$ cat src/rtl/softmax_stream_pkg.sv
// Shared configuration, FSM state type and the exp(-k/16) lookup table for softmax_stream.
// The LUT is built at elaboration time with 60-bit fixed-point arithmetic.
package softmax_stream_pkg;

   localparam int unsigned MAX_LEN   = 64;
   localparam int unsigned IN_W      = 16;
   localparam int unsigned FRAC_W    = 8;
   localparam int unsigned OUT_W     = 16;
   localparam int unsigned LUT_IDX_W = 8;
   localparam int unsigned LUT_SIZE  = 2 ** LUT_IDX_W;
   localparam int unsigned SUM_W     = OUT_W + $clog2(MAX_LEN);
   localparam int unsigned RECIP_W   = OUT_W + 1;
   localparam int unsigned CNT_W     = $clog2(MAX_LEN) + 1;
   localparam int unsigned ADDR_W    = $clog2(MAX_LEN);
   localparam int unsigned DIV_ITERS = 2 * OUT_W + 1;

   typedef enum logic [1:0] {StIdle, StExp, StDiv, StOut} state_e;

   // LUT[k] = round(65535 * e^(-k/16)), last entry forced to 0
   function automatic logic [LUT_SIZE*OUT_W-1:0] gen_exp_lut();
      logic [127:0]              one;
      logic [127:0]              step;
      logic [127:0]              term;
      logic [127:0]              val;
      logic [127:0]              ent;
      logic [LUT_SIZE*OUT_W-1:0] lut;
      one  = 128'd1 << 60;
      step = one;
      term = one;
      for (int n = 1; n < 16; n++) begin
         term = term / 128'(16 * n);
         step = (n % 2 == 1) ? step - term : step + term;
      end
      val = one;
      lut = '0;
      for (int unsigned k = 0; k < LUT_SIZE; k++) begin
         ent = (val * 128'd65535 + (128'd1 << 59)) >> 60;
         lut[k*OUT_W +: OUT_W] = (k == LUT_SIZE - 1) ? '0 : ent[OUT_W-1:0];
         val = (val * step) >> 60;
      end
      return lut;
   endfunction

   localparam logic [LUT_SIZE*OUT_W-1:0] EXP_LUT = gen_exp_lut();

   function automatic logic [OUT_W-1:0] exp_lut(input logic [LUT_IDX_W-1:0] idx);
      return EXP_LUT[32'(idx) * OUT_W +: OUT_W];
   endfunction

endpackage

$ cat src/rtl/softmax_recip_div.sv
// Sequential restoring divider producing floor(2^(2*OUT_W) / sum), one quotient bit per cycle.
// A zero sum yields a zero reciprocal.
module softmax_recip_div
   import softmax_stream_pkg::*;
(
   input  logic               clk,
   input  logic               rst_n,
   input  logic               start_i,
   input  logic [SUM_W-1:0]   sum_i,
   output logic               done_o,
   output logic [RECIP_W-1:0] recip_o
);

   localparam int unsigned IterW = $clog2(DIV_ITERS);

   logic               busy_q;
   logic [IterW-1:0]   iter_q;
   logic [SUM_W-1:0]   den_q;
   logic [SUM_W-1:0]   rem_q;
   logic [SUM_W-1:0]   rem_d;
   logic [SUM_W:0]     rem_shift;
   logic [RECIP_W-1:0] quo_q;
   logic [RECIP_W-1:0] quo_d;
   logic               zero_q;
   logic               q_bit;

   always_comb begin
      // the dividend is a single 1 in its MSB, which is consumed on the first iteration
      rem_shift = {rem_q, iter_q == '0};
      q_bit     = rem_shift >= {1'b0, den_q};
      rem_d     = q_bit ? SUM_W'(rem_shift - {1'b0, den_q}) : rem_shift[SUM_W-1:0];
      quo_d     = {quo_q[RECIP_W-2:0], q_bit};
   end

   assign done_o  = busy_q && (iter_q == IterW'(DIV_ITERS - 1));
   assign recip_o = zero_q ? '0 : quo_q;

   always_ff @(posedge clk or negedge rst_n) begin
      if (!rst_n) begin
         busy_q <= 1'b0;
         iter_q <= '0;
         den_q  <= '0;
         rem_q  <= '0;
         quo_q  <= '0;
         zero_q <= 1'b0;
      end else if (start_i) begin
         busy_q <= 1'b1;
         iter_q <= '0;
         den_q  <= sum_i;
         rem_q  <= '0;
         quo_q  <= '0;
         zero_q <= (sum_i == '0);
      end else if (busy_q) begin
         rem_q  <= rem_d;
         quo_q  <= quo_d;
         iter_q <= iter_q + 1'b1;
         if (done_o) busy_q <= 1'b0;
      end
   end

endmodule

$ cat src/rtl/softmax_stream.sv
// Element-serial softmax: load logits, exp via LUT, reciprocal of the sum, stream Q0.16 results.
// Define SOFTMAX_STREAM_MASK_EN to add the in_mask input and the all_masked status output.
module softmax_stream
   import softmax_stream_pkg::*;
(
   input  logic             clk,
   input  logic             rst_n,
   input  logic             in_valid,
   output logic             in_ready,
   input  logic [IN_W-1:0]  in_data,
   input  logic             in_last,
`ifdef SOFTMAX_STREAM_MASK_EN
   input  logic             in_mask,
   output logic             all_masked,
`endif
   output logic             out_valid,
   input  logic             out_ready,
   output logic [OUT_W-1:0] out_data,
   output logic             out_last,
   output logic             busy,
   output logic             len_trunc
);

   localparam logic signed [IN_W-1:0] MaxNeg = {1'b1, {(IN_W - 1){1'b0}}};

   state_e                  state_q, state_d;
   logic [CNT_W-1:0]        count_q, count_d;
   logic [CNT_W-1:0]        idx_q, idx_d;
   logic signed [IN_W-1:0]  max_q, max_d;
   logic [SUM_W-1:0]        sum_q, sum_d;
   logic                    trunc_q, trunc_d;
   logic [IN_W-1:0]         mem_q [MAX_LEN];
   logic [IN_W-1:0]         rd_q;
   logic signed [IN_W:0]    diff;
   logic [IN_W:0]           mag;
   logic [IN_W:0]           shifted;
   logic [LUT_IDX_W-1:0]    lut_idx;
   logic [OUT_W-1:0]        exp_val;
   logic [OUT_W+RECIP_W-1:0] prod;
   logic [RECIP_W-1:0]      scaled;
   logic [RECIP_W-1:0]      recip;
   logic                    div_start, div_done;
   logic                    in_mask_w, elem_mask;

`ifdef SOFTMAX_STREAM_MASK_EN
   logic mask_mem_q [MAX_LEN];
   logic mask_rd_q, all_masked_q;

   assign in_mask_w  = in_mask;
   assign elem_mask  = mask_rd_q;
   assign all_masked = all_masked_q;

   always_ff @(posedge clk) begin
      if (state_q == StIdle && in_valid) mask_mem_q[count_q[ADDR_W-1:0]] <= in_mask;
      if (state_q == StExp) mask_rd_q <= mask_mem_q[idx_q[ADDR_W-1:0]];
   end

   always_ff @(posedge clk or negedge rst_n) begin
      if (!rst_n) all_masked_q <= 1'b0;
      else if (div_start) all_masked_q <= (sum_d == '0);
      else if (state_q == StIdle && in_valid && count_q == '0) all_masked_q <= 1'b0;
   end
`else
   assign in_mask_w = 1'b0;
   assign elem_mask = 1'b0;
`endif

   always_comb begin
      diff    = $signed({rd_q[IN_W-1], rd_q}) - $signed({max_q[IN_W-1], max_q});
      mag     = -diff;
      shifted = mag >> (FRAC_W - 4);
      lut_idx = (shifted > (IN_W + 1)'(LUT_SIZE - 1)) ? '1 : shifted[LUT_IDX_W-1:0];
      exp_val = elem_mask ? '0 : exp_lut(lut_idx);
      prod    = {{RECIP_W{1'b0}}, mem_q[idx_q[ADDR_W-1:0]]} * {{OUT_W{1'b0}}, recip};
      scaled  = RECIP_W'(prod >> OUT_W);
   end

   always_comb begin
      state_d   = state_q;
      count_d   = count_q;
      idx_d     = idx_q;
      max_d     = max_q;
      sum_d     = sum_q;
      trunc_d   = 1'b0;
      div_start = 1'b0;
      in_ready  = 1'b0;
      out_valid = 1'b0;
      out_last  = 1'b0;
      unique case (state_q)
         StIdle: begin
            in_ready = 1'b1;
            sum_d    = '0;
            idx_d    = '0;
            if (in_valid) begin
               count_d = count_q + 1'b1;
               if (!in_mask_w && $signed(in_data) > max_q) max_d = in_data;
               if (in_last || count_q == CNT_W'(MAX_LEN - 1)) begin
                  state_d = StExp;
                  trunc_d = !in_last;
               end
            end
         end
         StExp: begin
            // buffer read is registered: element idx-1 is converted while idx is fetched
            idx_d = idx_q + 1'b1;
            if (idx_q != '0) sum_d = sum_q + SUM_W'(exp_val);
            if (idx_q == count_q) begin
               state_d   = StDiv;
               div_start = 1'b1;
               idx_d     = '0;
            end
         end
         StDiv: begin
            if (div_done) state_d = StOut;
         end
         StOut: begin
            out_valid = 1'b1;
            out_last  = (idx_q == count_q - 1'b1);
            if (out_ready) begin
               idx_d = idx_q + 1'b1;
               if (out_last) begin
                  state_d = StIdle;
                  count_d = '0;
                  idx_d   = '0;
                  max_d   = MaxNeg;
               end
            end
         end
         default: state_d = StIdle;
      endcase
   end

   assign out_data  = (state_q == StOut) ?
                      (scaled[RECIP_W-1] ? '1 : scaled[OUT_W-1:0]) : '0;
   assign busy      = (state_q != StIdle);
   assign len_trunc = trunc_q;

   always_ff @(posedge clk) begin
      if (state_q == StIdle && in_valid) mem_q[count_q[ADDR_W-1:0]] <= in_data;
      if (state_q == StExp && idx_q != '0) mem_q[ADDR_W'(idx_q - 1'b1)] <= exp_val;
      if (state_q == StExp) rd_q <= mem_q[idx_q[ADDR_W-1:0]];
   end

   always_ff @(posedge clk or negedge rst_n) begin
      if (!rst_n) begin
         state_q <= StIdle;
         count_q <= '0;
         idx_q   <= '0;
         max_q   <= MaxNeg;
         sum_q   <= '0;
         trunc_q <= 1'b0;
      end else begin
         state_q <= state_d;
         count_q <= count_d;
         idx_q   <= idx_d;
         max_q   <= max_d;
         sum_q   <= sum_d;
         trunc_q <= trunc_d;
      end
   end

   softmax_recip_div u_div (
      .clk     (clk),
      .rst_n   (rst_n),
      .start_i (div_start),
      .sum_i   (sum_d),
      .done_o  (div_done),
      .recip_o (recip)
   );

endmodule
$ cat config.mk
export PLATFORM = sky130hd
export DESIGN_NAME = softmax_stream
export DESIGN_NICKNAME = d
export VERILOG_FILES = /design/src/rtl/softmax_stream_pkg.sv /design/src/rtl/softmax_recip_div.sv /design/src/rtl/softmax_stream.sv
export SDC_FILE = /design/constraint.sdc
export NUM_CORES = 2
export LEC_CHECK = 0
export BUFFER_PORTS_ARGS = -buffer_cell sky130_fd_sc_hd__buf_2
export CELL_PAD_IN_SITES_DETAIL_PLACEMENT = 1
export CELL_PAD_IN_SITES_GLOBAL_PLACEMENT = 1
export CORE_UTILIZATION = 30
export CTS_BUF_LIST = sky130_fd_sc_hd__clkbuf_2 sky130_fd_sc_hd__clkbuf_4 sky130_fd_sc_hd__clkbuf_8
export CTS_CLUSTER_DIAMETER = 120
export CTS_CLUSTER_SIZE = 16
export DETAILED_ROUTE_END_ITERATION = 12
export GPL_ROUTABILITY_DRIVEN = 0
export PLACE_DENSITY_LB_ADDON = 0.1
export SYNTH_ARGS = -nofsm -noshare
export SYNTH_HDL_FRONTEND = slang
export SYNTH_SLANG_ARGS = --single-unit
$ cat constraint.sdc
create_clock -name clk -period 24.7 [get_ports clk]
set_input_delay 2.47 -clock clk [delete_from_list [all_inputs] [get_ports clk]]
set_output_delay 2.47 -clock clk [all_outputs]
set_load 0.01 [all_outputs]
==> results.sh <==
export IMPL_drive_above_1_share=0.175
export IMPL_tightest_slew_ns=1.11
export IMPL_critPathKind="flop to output port"
export IMPL_finalHoldViolCount=0
export IMPL_drtIter0Drc=2585
export IMPL_skew_ns=0.0802
export IMPL_grt_start_max_net_pins=113
export IMPL_area_growth_pct=9.24
export IMPL_cts_sinks=1164
export IMPL_cpMostUsedCell="fa_1"
export IMPL_ys_flop_type="edfxtp_1"
export IMPL_die_w_um=448
export IMPL_run_status="completed"
export IMPL_synthDistinctLibCells=95
export IMPL_slew_violations=0
export IMPL_dp_hpwl_mm=123
export IMPL_rows=163
export IMPL_crit_reg2reg_launch="rd_q[6]"
export IMPL_start_util=0.302
export IMPL_yosys_warnings=0
export IMPL_netlist_instances=4093
export IMPL_synth_edf_count=1040
export IMPL_period_share=0.590
export IMPL_viasPerCell=5.10
export IMPL_numPortBuffers=41
export IMPL_postCtsSetupBuffers=0
export IMPL_holdPathEnd="u_div.den_q[0]"
export IMPL_grt_pass1_vias=37400
export IMPL_synth_area_top_cells="edfxtp_1, mux4_2, fa_1, dfrtp_1, ha_1"
export IMPL_fillers=20500
export IMPL_syn_nets=4518
export IMPL_synth_avg_cell_area_um2=14.6
export IMPL_vias=34800
export IMPL_holdBufCountCts=0
export IMPL_setup_viol=0
export IMPL_core_area_um2=198000
export IMPL_drv_cap=0
export IMPL_critical_path_slowest_cell="dfrtp_4"
export IMPL_antenna_found_initial=8
export IMPL_seq_area_frac_synth=0.575
export IMPL_hp_class="flop to flop"
export IMPL_post_drt_wl_per_cell_um=27.8
export IMPL_cts_tree="yes"
export IMPL_slew_headroom=0.259
export IMPL_r2r_slack_ns=14.03
export IMPL_synth_seq_cells=1164
export IMPL_r2r_end="u_div.zero_q"
export IMPL_pin_count=42
export IMPL_regArea_um2=34400
export IMPL_cp_required_ns=22.23
export IMPL_yosys_area_top_type_share=0.523
export IMPL_ant_nets=0
export IMPL_drc_errors=0
export IMPL_synth_area_um2=59700
export IMPL_critPathMaxFanout=100
export IMPL_cts_buffer_depth=3
export IMPL_overflow=0
export IMPL_ys_top_cells_by_count="edfxtp_1, nand2_1, inv_1"
export IMPL_clock_latency_ns=0.86
export IMPL_timing_fmax_ghz=0.0686
export IMPL_track_usage=0.190
export IMPL_worst_endpoint_arrival_ns=12.10
export IMPL_crit_family="adder cells"
export IMPL_synth_most_common_cell="edfxtp_1"
export IMPL_fin_setup_tns_ns=0
export IMPL_grt_first_pass_wirelength_mm=276
export IMPL_async_flop_share=0.107
export IMPL_die_area_um2=201000
export IMPL_clk_pin_slew_worst_paths_ns=0.12
export IMPL_worstHoldStart="u_div.den_q[0]"
export IMPL_wl_mm=190
export IMPL_cts_buffers=86
export IMPL_cts_resized=0
export IMPL_end_kind="output port"
export IMPL_startpoint_type="flop"
export IMPL_die_height_um=448
export IMPL_hold_depth=2
export IMPL_finalNetCount=4564
export IMPL_dr_pass1_iters=5
export IMPL_htreeDepth=3
export IMPL_crit_buf_inv=8
export IMPL_post_route_min_period_ns=14.57
export IMPL_rsz0062_at_grt="no"
export IMPL_cp_slowest_stage_delay_ns=0.88
export IMPL_cts_root_buf="clkbuf_8"
export IMPL_reg2reg_depth=38
export IMPL_yosys_area_top_type="edfxtp_1"
export IMPL_multiInputGateArea_um2=23600
per-layer routing:
| layer | global-route usage | wire, um | up-vias |
|---|---|---|---|
| met5 | 0 | 0 | - |
| met4 | 0.0434 | 3060 | 0 |
| met3 | 0.0169 | 5470 | 165 |
| met2 | 0.321 | 92700 | 605 |
| met1 | 0.265 | 88600 | 18700 |
| li1 | - | - | 15300 |
per-stage QoR:
step	worst slack (ns)	hold slack (ns)	util	cell area, um^2	std cells
floorplan	13.14	0.450	-	59700	4093
global placement	10.82	0.471	0.322	63700	6691
detailed placement	10.65	0.476	0.322	63700	6691
CTS	9.64	0.508	0.330	65200	6810
global route	9.14	0.528	0.330	65200	6813
finish	10.13	0.500	0.330	65200	6817
logic make-up after synthesis:
family	Yosys count	share of synthesized area
mux	398	0.134
buf+inv	542	0.0359
flops	1164	0.575
simple gates	899	0.0670
xor+xnor	78	0.0114
fa+ha+maj	404	0.111
compound gates	608	0.0661
cell usage in the layout, fill, tap and decap left out, types with 118 or more instances in the layout:
cell type  synthesis  final
o21ai_0          155    155
edfxtp_1        1040   1040
dfrtp_1          123    118
buf_4              2    127
nand2_1          382    382
ha_1             195    195
nor2_1           256    190
inv_1            327    327
mux4_2           309    309
fa_1             209    209
a21oi_1          171    170
final cells by class:
class / instances / area share
sequential: 1164 / 0.527
multi-input combinational: 2387 / 0.362
tap: 2640 / 0.0506
clock buffer: 106 / 0.0204
timing repair buffer: 172 / 0.0191
inverter: 328 / 0.0189
clock inverter: 13 / 0.00246
antenna: 7 / 0.000269
flip-flops by register name (all words and copies together), names as in the netlist, 7 cells and up:
register	cells
max_q	16
idx_q	7
mem_q	1024
count_q	7
u_div.rem_q	22
sum_q	22
u_div.quo_q	17
u_div.den_q	22
rd_q	16
worst register-to-register path: cells and delay by family, from the launching register on:
| kind | cells | cell delay (ns) |
|---|---|---|
| and+or+nand+nor | 10 | 2.90 |
| adders and majority gates | 4 | 1.53 |
| AOI/OAI and AO/OA | 18 | 4.44 |
| DFF | 1 | 0.40 |
| muxes | 1 | 0.21 |
| buffers and inverters | 5 | 1.11 |
worst max path at each step:
stage / start / to / slack (ns) / cells after the start
after floorplan: idx_q[0] / out_data[10] / 13.14 / 35
after global placement: idx_q[0] / out_data[2] / 10.82 / 31
after detailed placement: idx_q[0] / out_data[8] / 10.65 / 31
after CTS: idx_q[0] / out_data[8] / 9.64 / 31
after global routing: idx_q[0] / out_data[10] / 9.14 / 31
final: idx_q[0] / out_data[8] / 10.13 / 31
Power is left out: the tool's default activity adds up to more than one toggle a clock period on the data nets, which glitch-free logic cannot reach.
